<file path="src/rtl/simd_issue_sched.sv">
// ---------------------------------------------------------------------------------------------
// simd_issue_sched
//   Command queue plus issue sequencer for a four-lane 128-bit SIMD ALU. The host pushes
//   {opcode, base, len} commands into a small FIFO. The sequencer takes one command at a time
//   and steps through its len vectors. For each vector it reads the RAM, starts the lanes,
//   waits for the lanes to finish and then publishes the result index.
//
// Ports
//   clk, reset           clock, asynchronous active-low reset
//   cmd_valid/cmd_ready  host command handshake; cmd_ready is registered (queue not full)
//   cmd_opcode/base/len  command payload
//   flush                synchronous abort of the queue and of the active command
//   mem_addr, mem_rd     RAM read address (held while mem_rd is low) and read strobe
//   procc_instruction    opcode broadcast to the lanes (held outside START/WAIT)
//   procc_start          one-cycle lane start pulse
//   procc_done           AND of the lane done flags; sampled only in WAIT
//   res_valid, res_index result strobe and the vector index it belongs to
//   cmd_done             one-cycle pulse when a command retires
//   busy, q_count        sequencer not idle; number of queued, not yet fetched commands
// ---------------------------------------------------------------------------------------------
module simd_issue_sched #(
   parameter int unsigned QDEPTH = 4,
   parameter int unsigned AW     = 6,
   parameter int unsigned OPW    = 3
) (
   input  logic                      clk,
   input  logic                      reset,
   input  logic                      cmd_valid,
   output logic                      cmd_ready,
   input  logic [OPW-1:0]            cmd_opcode,
   input  logic [AW-1:0]             cmd_base,
   input  logic [AW-1:0]             cmd_len,
   input  logic                      flush,
   output logic [AW-1:0]             mem_addr,
   output logic                      mem_rd,
   output logic [OPW-1:0]            procc_instruction,
   output logic                      procc_start,
   input  logic                      procc_done,
   output logic                      res_valid,
   output logic [AW-1:0]             res_index,
   output logic                      cmd_done,
   output logic                      busy,
   output logic [$clog2(QDEPTH):0]   q_count
);

   localparam int unsigned QW = $clog2(QDEPTH);
   localparam int unsigned CW = QW + 1;
   localparam logic [CW-1:0] QFull = CW'(QDEPTH);

   typedef enum logic [2:0] {StIdle, StFetch, StRead, StStart, StWait, StNext, StDone} state_e;

   state_e r_state;
   state_e w_state_nxt;

   // Command FIFO
   logic [OPW-1:0] r_q_op   [QDEPTH];
   logic [AW-1:0]  r_q_base [QDEPTH];
   logic [AW-1:0]  r_q_len  [QDEPTH];
   logic [QW-1:0]  r_wptr;
   logic [QW-1:0]  r_rptr;
   logic [CW-1:0]  r_q_count;
   logic [CW-1:0]  w_cnt_nxt;
   logic           r_cmd_ready;
   logic           w_push;
   logic           w_pop;

   // Active command
   logic [OPW-1:0] r_op;
   logic [AW-1:0]  r_base;
   logic [AW-1:0]  r_len;
   logic [AW-1:0]  r_idx;
   logic [AW-1:0]  r_addr_hold;
   logic [OPW-1:0] r_instr_hold;
   logic [AW-1:0]  w_addr;
   logic           w_last;

   assign w_push = cmd_valid & r_cmd_ready & ~flush;
   // FETCH is entered only with a non-empty queue, so the pop never underflows.
   assign w_pop  = (r_state == StFetch) & ~flush;
   assign w_addr = r_base + r_idx;              // wraps modulo 2^AW by width
   assign w_last = (r_idx == (r_len - AW'(1)));

   // ------------------------------------------------------------------------------------------
   // Queue
   // ------------------------------------------------------------------------------------------
   always_comb begin
      w_cnt_nxt = r_q_count;
      if (flush) begin
         w_cnt_nxt = '0;
      end else if (w_push && !w_pop) begin
         w_cnt_nxt = r_q_count + CW'(1);
      end else if (!w_push && w_pop) begin
         w_cnt_nxt = r_q_count - CW'(1);
      end
   end

   always_ff @(posedge clk) begin
      if (w_push) begin
         r_q_op[r_wptr]   <= cmd_opcode;
         r_q_base[r_wptr] <= cmd_base;
         r_q_len[r_wptr]  <= cmd_len;
      end
   end

   always_ff @(posedge clk or negedge reset) begin
      if (!reset) begin
         r_wptr      <= '0;
         r_rptr      <= '0;
         r_q_count   <= '0;
         r_cmd_ready <= 1'b1;
      end else begin
         if (flush) begin
            r_wptr <= '0;
            r_rptr <= '0;
         end else begin
            if (w_push) r_wptr <= r_wptr + QW'(1);
            if (w_pop)  r_rptr <= r_rptr + QW'(1);
         end
         r_q_count   <= w_cnt_nxt;
         // Registered full flag: a pop in the same cycle does not open a slot early.
         r_cmd_ready <= (w_cnt_nxt < QFull);
      end
   end

   // ------------------------------------------------------------------------------------------
   // Sequencer FSM: state register
   // ------------------------------------------------------------------------------------------
   always_ff @(posedge clk or negedge reset) begin
      if (!reset) r_state <= StIdle;
      else        r_state <= w_state_nxt;
   end

   // Next state
   always_comb begin
      w_state_nxt = r_state;
      unique case (r_state)
         StIdle:  if (r_q_count != '0) w_state_nxt = StFetch;
         StFetch: w_state_nxt = (r_q_len[r_rptr] == '0) ? StDone : StRead;
         StRead:  w_state_nxt = StStart;
         StStart: w_state_nxt = StWait;
         StWait:  if (procc_done) w_state_nxt = StNext;
         StNext:  w_state_nxt = w_last ? StDone : StRead;
         StDone:  w_state_nxt = (r_q_count != '0) ? StFetch : StIdle;
         default: w_state_nxt = StIdle;
      endcase
      if (flush) w_state_nxt = StIdle;
   end

   // Outputs
   always_comb begin
      mem_rd            = (r_state == StRead);
      mem_addr          = mem_rd ? w_addr : r_addr_hold;
      procc_start       = (r_state == StStart);
      procc_instruction = procc_start ? r_op : r_instr_hold;
      res_valid         = (r_state == StNext) & ~flush;
      res_index         = r_idx;
      cmd_done          = (r_state == StDone) & ~flush;
      busy              = (r_state != StIdle);
      q_count           = r_q_count;
      cmd_ready         = r_cmd_ready;
   end

   // ------------------------------------------------------------------------------------------
   // Active command registers
   // ------------------------------------------------------------------------------------------
   always_ff @(posedge clk or negedge reset) begin
      if (!reset) begin
         r_op         <= '0;
         r_base       <= '0;
         r_len        <= '0;
         r_idx        <= '0;
         r_addr_hold  <= '0;
         r_instr_hold <= '0;
      end else begin
         // The hold registers track whatever was actually driven, so the outputs never step
         // back to an older value after a flushed READ or START.
         if (r_state == StRead)  r_addr_hold  <= w_addr;
         if (r_state == StStart) r_instr_hold <= r_op;
         if (!flush) begin
            if (r_state == StFetch) begin
               r_op   <= r_q_op[r_rptr];
               r_base <= r_q_base[r_rptr];
               r_len  <= r_q_len[r_rptr];
               r_idx  <= '0;
            end
            if (r_state == StNext && !w_last) r_idx <= r_idx + AW'(1);
         end
      end
   end

endmodule

</file>
<file path="config.mk">
export PLATFORM = sky130hd
export DESIGN_NAME = simd_issue_sched
export DESIGN_NICKNAME = d
export VERILOG_FILES = /design/src/rtl/simd_issue_sched.sv
export SDC_FILE = /design/constraint.sdc
export NUM_CORES = 1
export LEC_CHECK = 0
export CAP_MARGIN = 20
export CELL_PAD_IN_SITES_DETAIL_PLACEMENT = 1
export CELL_PAD_IN_SITES_GLOBAL_PLACEMENT = 1
export CORE_AREA = 4 4 94 105
export DETAILED_ROUTE_END_ITERATION = 6
export DIE_AREA = 0 0 98 109
export GPL_ROUTABILITY_DRIVEN = 0
export PLACE_DENSITY = 0.85
export SYNTH_ARGS = -nofsm -noshare
export SYNTH_HDL_FRONTEND = slang
export SYNTH_SLANG_ARGS = --single-unit
</file>
<file path="constraint.sdc">
create_clock -name clk -period 5.2 [get_ports clk]
set_input_delay 1.04 -clock clk [delete_from_list [all_inputs] [get_ports clk]]
set_output_delay 1.04 -clock clk [all_outputs]
set_load 0.03 [all_outputs]
</file>
After elaboration in Yosys (flattened, before gate mapping)
Memories as Yosys holds them, arrays and structs flattened. A register that Yosys moved wholly into a read port is not among the register bits.
Cells that the tools add are included.
{"block": "word_totals", "ram_bits": 60, "inputBits": 20, "ff_bits": 32, "n_memories": 3}
{"memory": "r_q_base", "words": 4, "width": 6, "read_ports": 1, "rd_clocked_by_memory_dff": 1, "write_ports": 1, "line": "57", "source": "logic [AW-1:0] r_q_base [QDEPTH];"}
{"memory": "r_q_len", "words": 4, "width": 6, "read_ports": 1, "rd_clocked_by_memory_dff": 0, "write_ports": 1, "line": "58", "source": "logic [AW-1:0] r_q_len [QDEPTH];"}
{"memory": "r_q_op", "words": 4, "width": 3, "read_ports": 1, "rd_clocked_by_memory_dff": 1, "write_ports": 1, "line": "56", "source": "logic [OPW-1:0] r_q_op [QDEPTH];"}
{"block": "op_classes", "bitwise_logic": 6, "addsub": 7, "n_eq_ne": 9, "order_cmp": 1, "reduce_logical": 18, "muxes": 20}
{"operator": "$mux W3", "n": 9}
{"operator": "$pmux W3 S7", "n": 1}
{"operator": "$mux W6", "n": 3}
{"operator": "$eq A3 B3 Y1 const B", "n": 3}
{"operator": "$mux W2", "n": 4}
{"operator": "$add A6 B1 Y6 const B", "n": 1}
{"operator": "$add A6 B6 Y6", "n": 1}
{"operator": "$eq A3 B2 Y1 const B", "n": 2}
{"operator": "$eq A6 B6 Y1", "n": 1}
{"operator": "$logic_not A6 Y1", "n": 1}
{"operator": "$ne A3 B3 Y1 const B", "n": 2}
{"operator": "$reduce_and A2 Y1", "n": 3}
{"operator": "$reduce_bool A2 Y1", "n": 3}
{"operator": "$reduce_bool A3 Y1", "n": 2}
{"operator": "$sub A6 B1 Y6 const B", "n": 1}
{"operator": "$and A1 B1 Y1", "n": 5}
{"operator": "$logic_not A1 Y1", "n": 5}
{"operator": "$add A2 B1 Y2 const B", "n": 2}
{"operator": "$add A3 B1 Y3 const B", "n": 1}
{"operator": "$eq A3 B1 Y1 const B", "n": 1}
{"operator": "$logic_and A1 B1 Y1", "n": 3}
{"operator": "$logic_not A3 Y1", "n": 1}
{"operator": "$lt A3 B3 Y1 const B", "n": 1}
{"operator": "$mux W1", "n": 3}
{"operator": "2 further kinds", "n": 2}

Depth between registers and ports, before layout
{"block": "depth", "depth_word": 8, "depth_mapped": 8, "mapped_depth_nobuf": 8}

Worst setup path before layout
No wires, ideal clock.
{"block": "synth_path", "path_kind": "register to output", "from": "reg r_idx[0] (netlist: res_index[0])", "to": "out mem_addr[4]", "arrival_ps": 2324, "path_slack_ps": 1836, "stages_incl_launch_ff": 9, "path_cell_list": "dfrtp_1 -> ha_1 -> inv_1 -> fa_1 -> inv_1 -> a21o_1 -> a21oi_1 -> xor2_1 -> o21ai_0"}
{"block": "synth_via", "elab_chain_cells": 2}
{"item": "start: declaration", "line": "71", "source": "logic [AW-1:0] r_idx;"}
{"item": "start signal: assignment", "line": "186", "source": "if (r_state == StNext && !w_last) r_idx <= r_idx + AW'(1);"}
{"item": "$add A6 B6 Y6", "line": "80", "source": "assign w_addr = r_base + r_idx;"}
{"item": "$mux W6", "line": "152", "source": "mem_addr = mem_rd ? w_addr : r_addr_hold;"}
{"item": "end: declaration", "line": "34", "source": "output logic [AW-1:0] mem_addr,"}
Every way passes these cells.

Worst setup path after layout
{"block": "layout_path", "from": "in flush", "to": "out res_valid"}
{"block": "layout_via", "elab_chain_cells": 2}
{"item": "start: declaration", "line": "33", "source": "input logic flush,"}
{"item": "$not A1 Y1 (no line)"}
{"item": "$and A1 B1 Y1", "line": "155", "source": "res_valid = (r_state == StNext) & ~flush;"}
{"item": "end: declaration", "line": "39", "source": "output logic res_valid,"}
Every way passes these cells.

==> results.cfg <==
[grt]
grt_pass1_wl_mm = 14.76
grt.overflow.total = 0
grt_usage_pct = 18.07
antenna_found_initial = 0
grt_max_degree = 42
grt_pass1_vias = 2837

[setup_path]
crit_fanout = 17
endpoint = res_valid
regToRegStartpoint = r_state[1]
worstSetupPathType = primary input to output pin
critPathLaunchType = primary input
critPathLaunch = flush
arrival_ns = 2.94
r2r-end = r_len[1]
ff2ff_path_depth = 6
critical_path_required_ns = 4.16
reg2reg_slack_ns = 2.98
endpoint_kind = output pin

[power]
totalPowerFinal_mw = 2.518
powerDensity_nw_per_um2 = 483.6
peakVddDrop_mv = 0.1972
leakage_nw = 2.063

[yosys]
ys_warn_count = 0
synth_flop_cell = edfxtp_1
synth_edf_count = 60
syn_area_um2 = 4442
ys_seq_elements = 101
synthArstFlopShare_pct = 40.59
yosysTopAreaCell = edfxtp_1
yosysTopAreaCellShare_pct = 40.56
syn_inst = 318
synth_top_cells_by_count = edfxtp_1, nand2_1, dfrtp_1
syn_area_per_cell_um2 = 13.97
ys_types = 49
synth_area_leaders = edfxtp_1, dfrtp_1, mux4_2
ys_seq_area_share_pct = 63.69
yosysMostFrequentCell = edfxtp_1
syn-num-nets = 353

[sta]
finalCritPeriodShare_pct = 76.47
fmax_mhz = 251.5
tns_ns = 0
setup_viol_count_final = 0
clock_skew_ns = 0.01877
final_max_slew_viol_count = 0
slew_headroom_pct = 37.29
report.final.hold_viol_count = 0
worst_pin_slew_ns = 0.9407
rsz0062_at_grt = no
min_period_ns = 3.976

[placed_design]
dp_cells = 463
port_buffers = 43
dp_hpwl_mm = 6.095

[finish]
diodes = 0
layout.nets = 396
drive_gt1_share_pct = 12.57
fin_cells = 480
area_growth_pct = 17.24

[cts]
postCtsResizedCells = 0
path_clk_slew_ns = 0.11
clkLatencyLatePin_ns = 0.37
clock-sinks = 101
clock-root-buffer = clkbuf_8
numCtsBuffers = 9
post_cts_buffers = 0
htreeDepth = 3
cts_tree = yes
cts_buffer_depth = 2
hold_buffers = 0

[floorplan]
start_util_pct = 50.57
die_area_um2 = 10680
die_w_um = 98
ios = 44
die-height_um = 109
core_um2 = 8783
rows = 36

[route]
first_pass_iters = 4
viasPerCell = 5.392
vias = 2588
wl_per_cell_um = 18.27
routed_wl_mm = 8.770
drt_iter0_markers = 90
ant_nets = 0
drc = 0

[flow_run]
drv_cap = 0

[worst_hold_path]
hold_class = flop to flop
min_from = r_op[2]

[outcome]
outcome = complete, no violations
## stage by stage
step / setup WS, ns / util, % / area [um^2] / hold WS [ns]
2_1_floorplan: 1.836 / - / 4442 / 0.4418
3_3_place_gp: 1.252 / 56.52 / 4965 / 0.4541
3_5_place_dp: 1.224 / 56.52 / 4965 / 0.4718
4_1_cts: 1.214 / 58.97 / 5180 / 0.4976
5_1_grt: 1.078 / 59.29 / 5207 / 0.5170
6_report: 1.224 / 59.29 / 5207 / 0.4908
## how the worst min path moves through the flow
stage,to,depth (start not counted)
finish,r_op[2],2
global route,r_op[0],2
CTS,r_op[0],2
detailed placement,r_op[0],2
global placement,r_addr_hold[0],2
floorplan,r_op[0],2
## sequential cells by signal (all words and copies together), names as in the netlist
signal,count
r_q_op,12
r_wptr,2
r_len,6
res_index,6
r_rptr,2
r_base,6
r_state,3
q_count,3
r_op,3
r_q_len,24
r_instr_hold,3
r_q_base,24
cmd_ready,1
r_addr_hold,6
## routing by layer
metal / global-route usage, % / part of all wire, % / up-vias
met4: 6.133 / 1.3 / 0
li1: - / - / 1225
met1: 21.86 / 42 / 1327
met5: 0 / 0 / -
met2: 32.25 / 55 / 28
met3: 3.903 / 2.4 / 8
## power by group
part / switching [mW] / leakage [nW] / internal [mW]
sequential: 0.110 / 1.08 / 0.992
combinational: 0.502 / 0.880 / 0.389
clock: 0.291 / 0.105 / 0.234
total: 0.903 / 2.06 / 1.62
## worst max-delay path: stages
cell and delay (ns):
clkdlybuf4s50_1 0.76, nor3b_4 0.41, clkdlybuf4s50_1 0.72
## placed cells by master (no fill, tap or decap), types with 3 or more instances in the layout
cell type | netlist | routed
clkbuf_8 | 0 | 9
edfxtp_1 | 60 | 60
ha_1 | 14 | 14
clkdlybuf4s50_1 | 0 | 42
and2_1 | 4 | 4
xnor2_1 | 8 | 8
o21ai_0 | 12 | 12
dfrtp_1 | 40 | 40
mux2i_1 | 6 | 6
mux4_2 | 15 | 15
a21oi_1 | 7 | 7
nand2b_1 | 6 | 6
nor3_1 | 4 | 4
mux2_2 | 3 | 3
inv_1 | 12 | 12
nand2_1 | 59 | 59
nor2_1 | 9 | 9
xor2_1 | 9 | 9
## cell type report
class,count,area [um^2]
clock buffer,9,123.9
multi-input combinational,192,1515
fill,865,3576
tap,114,142.6
clock inverter,7,91.34
timing repair buffer,45,460.4
inverter,12,45.04
sequential,101,2829
## cells by family after synthesis
kind of cell	synth area share, %
AO/OA/AOI/OAI	5.211
multiplexers	10.06
XOR/XNOR	3.352
flip-flops	63.69
AND/OR/NAND/NOR	11.10
adder cells (fa/ha/maj)	4.394
buffers and inverters	2.197
No activity file was read; power rests on OpenSTA's default activity.
